--- config.mk ---
export PLATFORM = sky130hd
export DESIGN_NAME = mem_bus_arbiter
export DESIGN_NICKNAME = d
export VERILOG_FILES = /design/src/rtl/mem_bus_arbiter_pkg.sv /design/src/rtl/mem_bus_arbiter.sv
export SDC_FILE = /design/constraint.sdc
export NUM_CORES = 1
export LEC_CHECK = 0
export CAP_MARGIN = 20
export CORE_AREA = 2 2 199 201
export CTS_CLUSTER_SIZE = 25
export DETAILED_ROUTE_END_ITERATION = 10
export DIE_AREA = 0 0 201 203
export PLACE_DENSITY = 0.6
export SETUP_SLACK_MARGIN = 0.3
export SYNTH_ARGS = -nofsm -noshare
export SYNTH_HDL_FRONTEND = slang
export SYNTH_SLANG_ARGS = --single-unit
--- constraint.sdc ---
create_clock -name clk -period 5.6 [get_ports clk]
set_clock_uncertainty 0.2 [all_clocks]
set_input_delay 0.56 -clock clk [delete_from_list [all_inputs] [get_ports clk]]
set_output_delay 0.56 -clock clk [all_outputs]
set_load 0.01 [all_outputs]
--- src/rtl/mem_bus_arbiter_pkg.sv ---
// Shared types for the fetch/data/memory bus arbiter.
//   ibus_*  : instruction-fetch port (single 32-bit word per beat)
//   dbus_*  : data port (up to 64-bit, byte strobes, writes when any strobe set)
//   cbus_*  : the single-port memory bus shared by both
//   arb_state_t : arbiter ownership, encoded to match the debug 'owner' output
package mem_bus_arbiter_pkg;

  localparam logic [2:0] SIZE_WORD = 3'b010;

  typedef struct packed {
    logic        valid;
    logic [63:0] addr;
  } ibus_req_t;

  typedef struct packed {
    logic        addr_ok;
    logic        data_ok;
    logic [31:0] data;
  } ibus_resp_t;

  typedef struct packed {
    logic        valid;
    logic [63:0] addr;
    logic [2:0]  size;
    logic [7:0]  strobe;
    logic [63:0] data;
  } dbus_req_t;

  typedef struct packed {
    logic        addr_ok;
    logic        data_ok;
    logic [63:0] data;
  } dbus_resp_t;

  typedef struct packed {
    logic        valid;
    logic        is_write;
    logic [63:0] addr;
    logic [2:0]  size;
    logic [7:0]  strobe;
    logic [63:0] data;
  } cbus_req_t;

  typedef struct packed {
    logic        ready;
    logic [63:0] data;
  } cbus_resp_t;

  typedef enum logic [1:0] {
    ARB_IDLE = 2'd0,
    ARB_I    = 2'd1,
    ARB_D    = 2'd2
  } arb_state_t;

  // Pick the 32-bit half of a 64-bit beat addressed by addr[2].
  function automatic logic [31:0] word_sel(input logic [63:0] d, input logic hi);
    return hi ? d[63:32] : d[31:0];
  endfunction

endpackage

--- src/rtl/mem_bus_arbiter.sv ---
// Shares one single-port memory bus between the fetch port and the data port.
// Data port has fixed priority; after MAX_D_STREAK consecutive data grants with
// a fetch waiting, the next grant goes to fetch. One single-beat transfer is
// outstanding at a time; the granted request is latched so the transfer runs to
// completion even if its requester flushes.
//
// Ports
//   clk    in   clock, all state on posedge
//   rst    in   asynchronous active-low reset
//   ireq   in   fetch request           iresp  out  fetch response
//   dreq   in   data request            dresp  out  data response
//   creq   out  memory bus request      cresp  in   memory bus response
//   owner  out  0 idle, 1 fetch busy, 2 data busy
module mem_bus_arbiter
  import mem_bus_arbiter_pkg::*;
#(
  parameter int unsigned MAX_D_STREAK = 4
) (
  input  logic       clk,
  input  logic       rst,
  input  ibus_req_t  ireq,
  output ibus_resp_t iresp,
  input  dbus_req_t  dreq,
  output dbus_resp_t dresp,
  output cbus_req_t  creq,
  input  cbus_resp_t cresp,
  output logic [1:0] owner
);

  localparam logic [2:0] STREAK_MAX = 3'(MAX_D_STREAK);

  arb_state_t r_state, w_state_nxt;
  logic [2:0] r_streak, w_streak_nxt;
  cbus_req_t  r_req, w_req_nxt;
  logic       w_grant_i, w_grant_d, w_starve;

  always_ff @(posedge clk or negedge rst) begin
    if (!rst) begin
      r_state  <= ARB_IDLE;
      r_streak <= '0;
      r_req    <= '0;
    end else begin
      r_state  <= w_state_nxt;
      r_streak <= w_streak_nxt;
      r_req    <= w_req_nxt;
    end
  end

  // The latched request's valid bit is set on grant and cleared on completion,
  // so it is exactly the bus valid and can never be high while idle.
  always_comb begin
    w_state_nxt  = r_state;
    w_streak_nxt = r_streak;
    w_req_nxt    = r_req;
    w_grant_i    = 1'b0;
    w_grant_d    = 1'b0;
    w_starve     = ireq.valid && (r_streak == STREAK_MAX);
    iresp        = '0;
    dresp        = '0;
    creq         = r_req;
    owner        = r_state;

    unique case (r_state)
      ARB_IDLE: begin
        if (dreq.valid && !w_starve) w_grant_d = 1'b1;
        else if (ireq.valid)         w_grant_i = 1'b1;

        // Streak only measures data grants made while a fetch is waiting.
        if (!ireq.valid || w_grant_i)
          w_streak_nxt = '0;
        else if (w_grant_d && r_streak != STREAK_MAX)
          w_streak_nxt = r_streak + 3'd1;

        if (w_grant_d) begin
          w_req_nxt = '{valid: 1'b1, is_write: |dreq.strobe, addr: dreq.addr,
                        size: dreq.size, strobe: dreq.strobe, data: dreq.data};
          w_state_nxt = ARB_D;
        end else if (w_grant_i) begin
          w_req_nxt = '{valid: 1'b1, is_write: 1'b0, addr: ireq.addr,
                        size: SIZE_WORD, strobe: 8'h00, data: 64'h0};
          w_state_nxt = ARB_I;
        end

        // The state register is already idle under reset, but the grant is
        // combinational on live inputs and must be masked explicitly.
        iresp.addr_ok = w_grant_i && rst;
        dresp.addr_ok = w_grant_d && rst;
      end

      ARB_I, ARB_D: begin
        if (cresp.ready) begin
          w_state_nxt     = ARB_IDLE;
          w_req_nxt.valid = 1'b0;
          // A requester that dropped valid has flushed: swallow the beat.
          if (r_state == ARB_I && ireq.valid) begin
            iresp.data_ok = 1'b1;
            iresp.data    = word_sel(cresp.data, r_req.addr[2]);
          end
          if (r_state == ARB_D && dreq.valid) begin
            dresp.data_ok = 1'b1;
            dresp.data    = cresp.data;
          end
        end
      end

      default: w_state_nxt = ARB_IDLE;
    endcase
  end

endmodule
==> results.md, run 1 <==
- Detailed Place HPWL: 23800 um
- Slew HR: 0.312
- Fraction of the yosys area taken by sequential cells: 0.510
- Multiplexer area fraction after synthesis: 0.0463
- Initial Utilization: 0.186
- Area of combinational cells with multiple inputs: 3160 um2
- Final standard cell utilization of the core: 0.347
- Sw Pwr: 2.29 mW
- Post-layout net count: 1472
- Most frequent cell after synthesis: sky130_fd_sc_hd__dfrtp_1
- Worst Setup End Kind: output port
- Top Ports: 515
- Worst hold slack: 0.295 ns
- Worst-margin pin slew: 1.03 ns
- Number of H-tree branching levels: 4
- Share of the synthesized area in the top cell type: 0.510
- Max Transition Viols Final: 0
- Switching part of the total power: 0.370
- Clock share of power: 0.199
- Setup TNS: 0 ns
- Total clock buffers created by CTS: 17
- Initial detailed-routing violation count: 369
- Adder-cell share of the synthesized area: 0.00874
- Final cycle utilization of the critical path: 0.618
- Placer Congestion: 0.821
- Power density relative to cell area: 464 nW/um2
- WL per Instance: 18.8 um
- Yosys warns: 0
- Synthesized area divided by synthesized cell count: 9.86 um2
- Crit start category: flop
- Die outline width: 201 um
- Latest clock arrival within the worst-skew pair: 0.44 ns
- Leakage power: 5.37 nW
- Post-Syn Nets: 1003
- Sequential cell fraction of total power: 0.311
- Number of distinct library cells after synthesis: 30
- Share of power burned in combinational logic: 0.491
- Endpoint arrival time on the critical path: 2.70 ns
- Grt met3 use: 0.0565
- Met1 Resource Use GR: 0.188
- Antenna Violating Nets Remaining: 0
- Post-synthesis share of cell area spent on and, or, nand and nor gates: 0.211
- Post-CTS Resized: 0
- Maximum operating frequency: 0.289 GHz
- Area of the placeable core: 38500 um2
- Antenna violations before repair: 2
- Place WS: 2.20 ns
- Area enclosed by the die boundary: 40800 um2
- Longest Clk Path Bufs: 2
- Post-synth top flop: sky130_fd_sc_hd__dfrtp_1
- Pre-Repair DR Iteration Count: 5
- FF-to-FF setup slack: 2.79 ns
- Count of input and output buffers: 514
- Maximum number of pins on one net before global-route repair: 118
- Sinks on Clock Net: 146
- Xor/xnor share of the synthesized area: 0
- Fraction of final layout cells sized beyond drive strength 1: 0.0439
- Worst VDD drop: 0.000233 V
- Row Count: 72
- Met2 routing resource usage after global routing: 0.251
- Pint: 3.91 mW
- Wire length of the first global-routing pass: 48200 um
- Detailed-route DRC error count: 0
- Grt total ovfl: 0
- Overall fraction of global-route tracks in use: 0.154
- Number of setup buffers added after CTS: 0
- Total vias in the final route: 7530
- Number of maximum-capacitance constraint violations: 0
- Largest cells by area after synthesis: sky130_fd_sc_hd__dfrtp_1, sky130_fd_sc_hd__a22o_1, sky130_fd_sc_hd__nand2_1
- Endpoints failing hold: 0
- Final setup violation count: 0
- Most frequent cells after synthesis: sky130_fd_sc_hd__dfrtp_1, sky130_fd_sc_hd__nand2_1, sky130_fd_sc_hd__a22o_1
- Synthesized-area fraction occupied by ao, oa, aoi and oai cells: 0.170
- Critical path required time: 4.84 ns
- EDFF count, synth: 0
- Reg area: 3650 um2
- Outcome: finished, final reports clean
- Layer with the highest usage: met2
- Time the final worst path needs with I/O delays and setup: 3.46 ns
- Vertical die dimension: 203 um
- Fill cells: 3917
- Number of global-route vias before repair: 7877
- Post-Syn Instances: 726
- Netlist Area Pre-Place: 7160 um2
- Dominant combinational cell family by area after synthesis: simple AND/OR/NAND/NOR gates
- Overall power consumption: 6.20 mW
- Routed WL: 32500 um
- Area Growth Syn to Fin: 86.5%
- HP Class: reg2reg
- Root Buffer Master: sky130_fd_sc_hd__clkbuf_16
- FFs w/ async S/R, synth: 1.00
- Clock transition time at the flip-flop clock pins of the worst setup and hold paths: 0.07 ns
- Count of state elements after synthesis: 146
- Clock tree from TritonCTS: done
- Maximum fanout along the worst path: 65
- Average vias per placed instance: 4.36
- Most area-hungry cell type in the Yosys netlist: sky130_fd_sc_hd__dfrtp_1
- Post-layout worst setup margin: 2.14 ns
- Crit Path Class: reg2out
- RSZ-0062 raised after global routing: no
[worst max-delay path, cell delays in order (launching register included)]
cell and delay, ns:
sky130_fd_sc_hd__dfrtp_1 0.44, sky130_fd_sc_hd__inv_1 0.12, sky130_fd_sc_hd__ha_4 0.30, sky130_fd_sc_hd__and4_1 0.19, sky130_fd_sc_hd__buf_4 0.43, sky130_fd_sc_hd__and2_1 0.20, sky130_fd_sc_hd__clkdlybuf4s50_1 0.55
[power by group through the flow]
stage	logic, mW	clock network [mW]	registers (mW)
3_3_place_gp	3.06	0	1.92
3_5_place_dp	3.08	0	1.93
6_report	3.04	1.23	1.93
2_1_floorplan	1.19	0	2.09
4_1_cts	3.09	1.28	1.93
5_1_grt	3.27	1.32	1.99
[sequential cells by signal (all words and copies together) (netlist names)]
signal,flops
owner,2
creq,141
r_streak,3
[timing repair]
action | in CTS | in global routing
endpoints found under the setup margin | 0 | 0
hold buffers | 1 | 0
hold endpoints to repair | 45 | 0
[layer usage]
layer	part of all wire	vias to the layer above
met1	0.42	3636
li1	-	3550
met5	0.00028	-
met4	0.021	2
met2	0.48	307
met3	0.081	35
[layout make-up]
cell class | count | area share
repair buffers | 526 | 0.393
well taps | 518 | 0.0485
clock buffers | 17 | 0.0319
multi-input cells | 497 | 0.236
diodes | 1 | 0.000187
flip-flops and latches | 146 | 0.274
clock inverters | 15 | 0.0145
inverters | 7 | 0.00197
[layout by cell type (no fill, tap or decap), drive strengths merged]
cell type and count:
clkdlybuf4s50 512, dfrtp 146, nand2 133, a22o 77, and2 67, nand4 65
o211ai 64, nor2 36, mux2i 32, clkbuf 17, inv 15, buf 13
ha 5, a21oi 3, bufinv 3, o22ai 2, nor4 2, clkinvlp 2
nand3 2, o21ai 2, clkinv 2, diode 1, and4 1, and3 1
o21a 1, o2bb2ai 1, nor3b 1, a21o 1, mux2 1, dlygate4sd3 1
[through the flow]
step	std cells	area [um2]
4_1_cts	1726	13400
5_1_grt	1726	13400
6_report	1727	13400
3_5_place_dp	1693	12700
2_1_floorplan	726	7160
3_3_place_gp	1693	12700
[final timing paths]
path / cells past startpoint / endpoint / start
min reg2reg: 2 / creq[83]$_DFFE_PN0P_ / creq[83]$_DFFE_PN0P_
max reg2reg: 6 / creq[82]$_DFFE_PN0P_ / owner[0]$_DFFE_PN0P_
max in group asynchronous: 3 / creq[77]$_DFFE_PN0P_ / rst
max: 6 / dresp[21] / owner[0]$_DFFE_PN0P_
min in group asynchronous: 2 / creq[7]$_DFFE_PN0P_ / rst
min: 2 / creq[83]$_DFFE_PN0P_ / creq[83]$_DFFE_PN0P_
[logic make-up after synthesis]
kind of cell	after synthesis
buffers and inverters	83
multiplexers	33
AND/OR/NAND/NOR	308
flip-flops	146
adder cells (fa/ha/maj)	5
AO/OA/AOI/OAI	151
Note: power is estimated with default switching activity, not from simulation.
==> run 2: changes to the inputs <==
==> constraint.sdc (replaced) <==
create_clock -name clk -period 3.5 [get_ports clk]
set_clock_uncertainty 0.2 [all_clocks]
set_input_delay 0.35 -clock clk [delete_from_list [all_inputs] [get_ports clk]]
set_output_delay 0.35 -clock clk [all_outputs]
set_load 0.01 [all_outputs]
==> run 2 against run 1 <==
Worst setup slack got worse by 1.6 ns. Critical path depth did not move. Sequential power rose by 54%. Critical path type unchanged. Largest power group unchanged. Highest routed layer is now met4.
==> results.md, run 2 (synthesized netlist as in run 1, its figures left out) <==
- Outcome: finished, final reports clean
- Antenna Violating Nets Remaining: 0 (unchanged)
- Fraction of final layout cells sized beyond drive strength 1: 0.0494 (+0.00555)
- Number of H-tree branching levels: 4 (unchanged)
- Initial Utilization: 0.186 (unchanged)
- Latest clock arrival within the worst-skew pair: 0.45 ns (about the same)
- RSZ-0062 raised after global routing: no
- Die outline width: 201 um (unchanged)
- Power density relative to cell area: 730 nW/um2 (+57%)
- Top layer reached by signal wires: met4
- Clock transition time at the flip-flop clock pins of the worst setup and hold paths: 0.08 ns (about the same)
- Worst Setup End Kind: output port
- Routed WL: 32800 um (+1.0%)
- Overall power consumption: 9.76 mW (+58%)
- Top Ports: 515 (unchanged)
- Slew HR: 0.408 (+0.0965)
- Sw Pwr: 3.70 mW (+61%)
- Switching part of the total power: 0.379 (+0.00921)
- Number of global-route vias before repair: 7839 (-0.48%)
- Longest Clk Path Bufs: 2 (unchanged)
- Share of power burned in combinational logic: 0.513 (+0.022)
- Total clock buffers created by CTS: 17 (unchanged)
- Commonest non-fill, non-tap cells in the layout: sky130_fd_sc_hd__clkdlybuf4s50_1, sky130_fd_sc_hd__dfrtp_1, sky130_fd_sc_hd__nand2_1
- Max Transition Viols Final: 0 (unchanged)
- Total vias in the final route: 7613 (+1.1%)
- Largest register FFs: 141 (unchanged)
- Number of setup buffers added after CTS: 0 (unchanged)
- Maximum operating frequency: 0.333 GHz
- Detailed Place HPWL: 23900 um (+0.51%)
- Maximum number of pins on one net before global-route repair: 109 (-7.6%)
- Area Growth Syn to Fin: 86.7% (about the same)
- Final setup violation count: 0 (unchanged)
- HP Class: in2reg
- Average vias per placed instance: 4.39 (+0.69%)
- Number of maximum-capacitance constraint violations: 0 (unchanged)
- Area enclosed by the die boundary: 40800 um2 (unchanged)
- Initial detailed-routing violation count: 391 (+6.0%)
- WL per Instance: 18.9 um (+0.60%)
- Vertical die dimension: 203 um (unchanged)
- Pint: 6.06 mW (+55%)
- Worst-margin pin slew: 0.888 ns (-0.145 ns)
- Met1 routed wirelength after detailed routing: 13800 um (+0.91%)
- Pre-Repair DR Iteration Count: 5 (unchanged)
- Maximum fanout along the worst path: 32 (-51%)
- Crit Path Class: reg2out
- Clock share of power: 0.182 (-0.017)
- Post-layout net count: 1478 (+0.41%)
- Final cycle utilization of the critical path: 0.858
- Worst VDD drop: 0.000463 V (+99%)
- Clock tree from TritonCTS: done
- Sinks on Clock Net: 146 (unchanged)
- Area of the placeable core: 38500 um2 (unchanged)
- Placer Congestion: 0.856 (+4.3%)
- Sequential cell fraction of total power: 0.305 (-0.006)
- Met3 WL post-DR: 2590 um (-1.3%)
- Endpoint arrival time on the critical path: 2.45 ns (-0.25 ns)
- Grt total ovfl: 0 (unchanged)
- Leakage power: 5.37 nW (about the same)
- Setup TNS: 0 ns (unchanged)
- Antenna violations before repair: 2 (unchanged)
- Time the final worst path needs with I/O delays and setup: 3.00 ns
- Count of input and output buffers: 514 (unchanged)
- Overall fraction of global-route tracks in use: 0.155 (+0.000900)
- Detailed-route DRC error count: 0 (unchanged)
- Most frequent standard cell in the layout excluding fill and tap cells: sky130_fd_sc_hd__clkdlybuf4s50_1
- Critical path required time: 2.95 ns (-1.89 ns)
- Row Count: 72 (unchanged)
- Wire length of the first global-routing pass: 48300 um (+0.21%)
- Final standard cell utilization of the core: 0.347 (about the same)
- Root Buffer Master: sky130_fd_sc_hd__clkbuf_16
- Routed wire length on met2: 15900 um (+3.0%)
- Endpoints failing hold: 0 (unchanged)
- Crit start category: flop
-- run 2: cell types whose count changed in the layout (fill, tap and decap cells not counted), moves of 2 or more --
cell / change
sky130_fd_sc_hd__inv_6: -2
sky130_fd_sc_hd__buf_4: +4
sky130_fd_sc_hd__clkinvlp_4: +2
sky130_fd_sc_hd__bufinv_16: -3
-- run 2: final cells by class --
type | instances | area [um2]
diodes | 2 | 5.00
clock buffers | 17 | 425
clock inverters | 15 | 126
fillers | 3927 | 25100
inverters | 7 | 26.3
multi-input cells | 497 | 3160
flip-flops and latches | 146 | 3650
well taps | 518 | 648
repair buffers | 532 | 5320
-- run 2: layer usage --
metal / up-vias / global-route usage
li1: 3560 / -
met1: 3704 / 0.194
met2: 324 / 0.254
met3: 25 / 0.0517
met4: 0 / 0.0468
met5: - / 0
-- run 2: path summary, 6_finish.rpt --
path | startpoint | to | slack (ns) | cells after the start
max reg2reg | owner[0]$_DFFE_PN0P_ | creq[49]$_DFFE_PN0P_ | 1.26 | 5
min | dreq[139] | creq[87]$_DFFE_PN0P_ | 0.20 | 3
max in group asynchronous | rst | creq[77]$_DFFE_PN0P_ | 1.70 | 3
min in group asynchronous | rst | creq[17]$_DFFE_PN0P_ | 0.21 | 2
min reg2reg | creq[44]$_DFFE_PN0P_ | creq[44]$_DFFE_PN0P_ | 0.30 | 1
max | owner[1]$_DFFE_PN0P_ | dresp[8] | 0.50 | 6
-- run 2: power groups by stage --
stage                     sequential, mW  combinational, mW  clock, mW
after floorplan                     3.34               1.90          0
after global placement              2.98               5.03          0
after detailed placement            3.00               5.05          0
after CTS                           2.98               5.08       1.86
after global routing                3.08               5.40       1.91
final                               2.98               5.01       1.77
-- run 2: worst max-delay path: stages (launching register included) --
cell and delay (ns):
sky130_fd_sc_hd__dfrtp_1 0.42, sky130_fd_sc_hd__inv_1 0.11, sky130_fd_sc_hd__ha_4 0.30, sky130_fd_sc_hd__and4_4 0.27, sky130_fd_sc_hd__clkbuf_16 0.21, sky130_fd_sc_hd__and2_1 0.13
sky130_fd_sc_hd__clkdlybuf4s50_1 0.55
-- run 2: timing repair --
action                     in CTS  in global routing
hold buffers                    1                  0
setup endpoints to repair       0                  2
hold endpoints to repair       39                  0
resized for setup               0                  2
-- run 2: per-stage QoR --
| step | setup slack, ns | instance area (um2) | hold WS (ns) | std cells |
|---|---|---|---|---|
| floorplan | 1.30 | 7160 | -0.146 | 726 |
| global placement | 0.744 | 12800 | 0.100 | 1698 |
| detailed placement | 0.744 | 12800 | 0.104 | 1698 |
| CTS | 0.396 | 13300 | 0.170 | 1731 |
| global route | 0.364 | 13400 | 0.199 | 1733 |
| finish | 0.496 | 13400 | 0.196 | 1734 |
==> run 3: changes to the inputs <==
--- a/config.mk
+++ b/config.mk
@@ -5,6 +5,7 @@
 export SDC_FILE = /design/constraint.sdc
 export NUM_CORES = 1
 export LEC_CHECK = 0
+export ABC_AREA = 0
 export CAP_MARGIN = 20
 export CORE_AREA = 2 2 199 201
 export CTS_CLUSTER_SIZE = 25
==> results of run 3 <==
Final layout, timing and power as in run 2 (identical DEF).
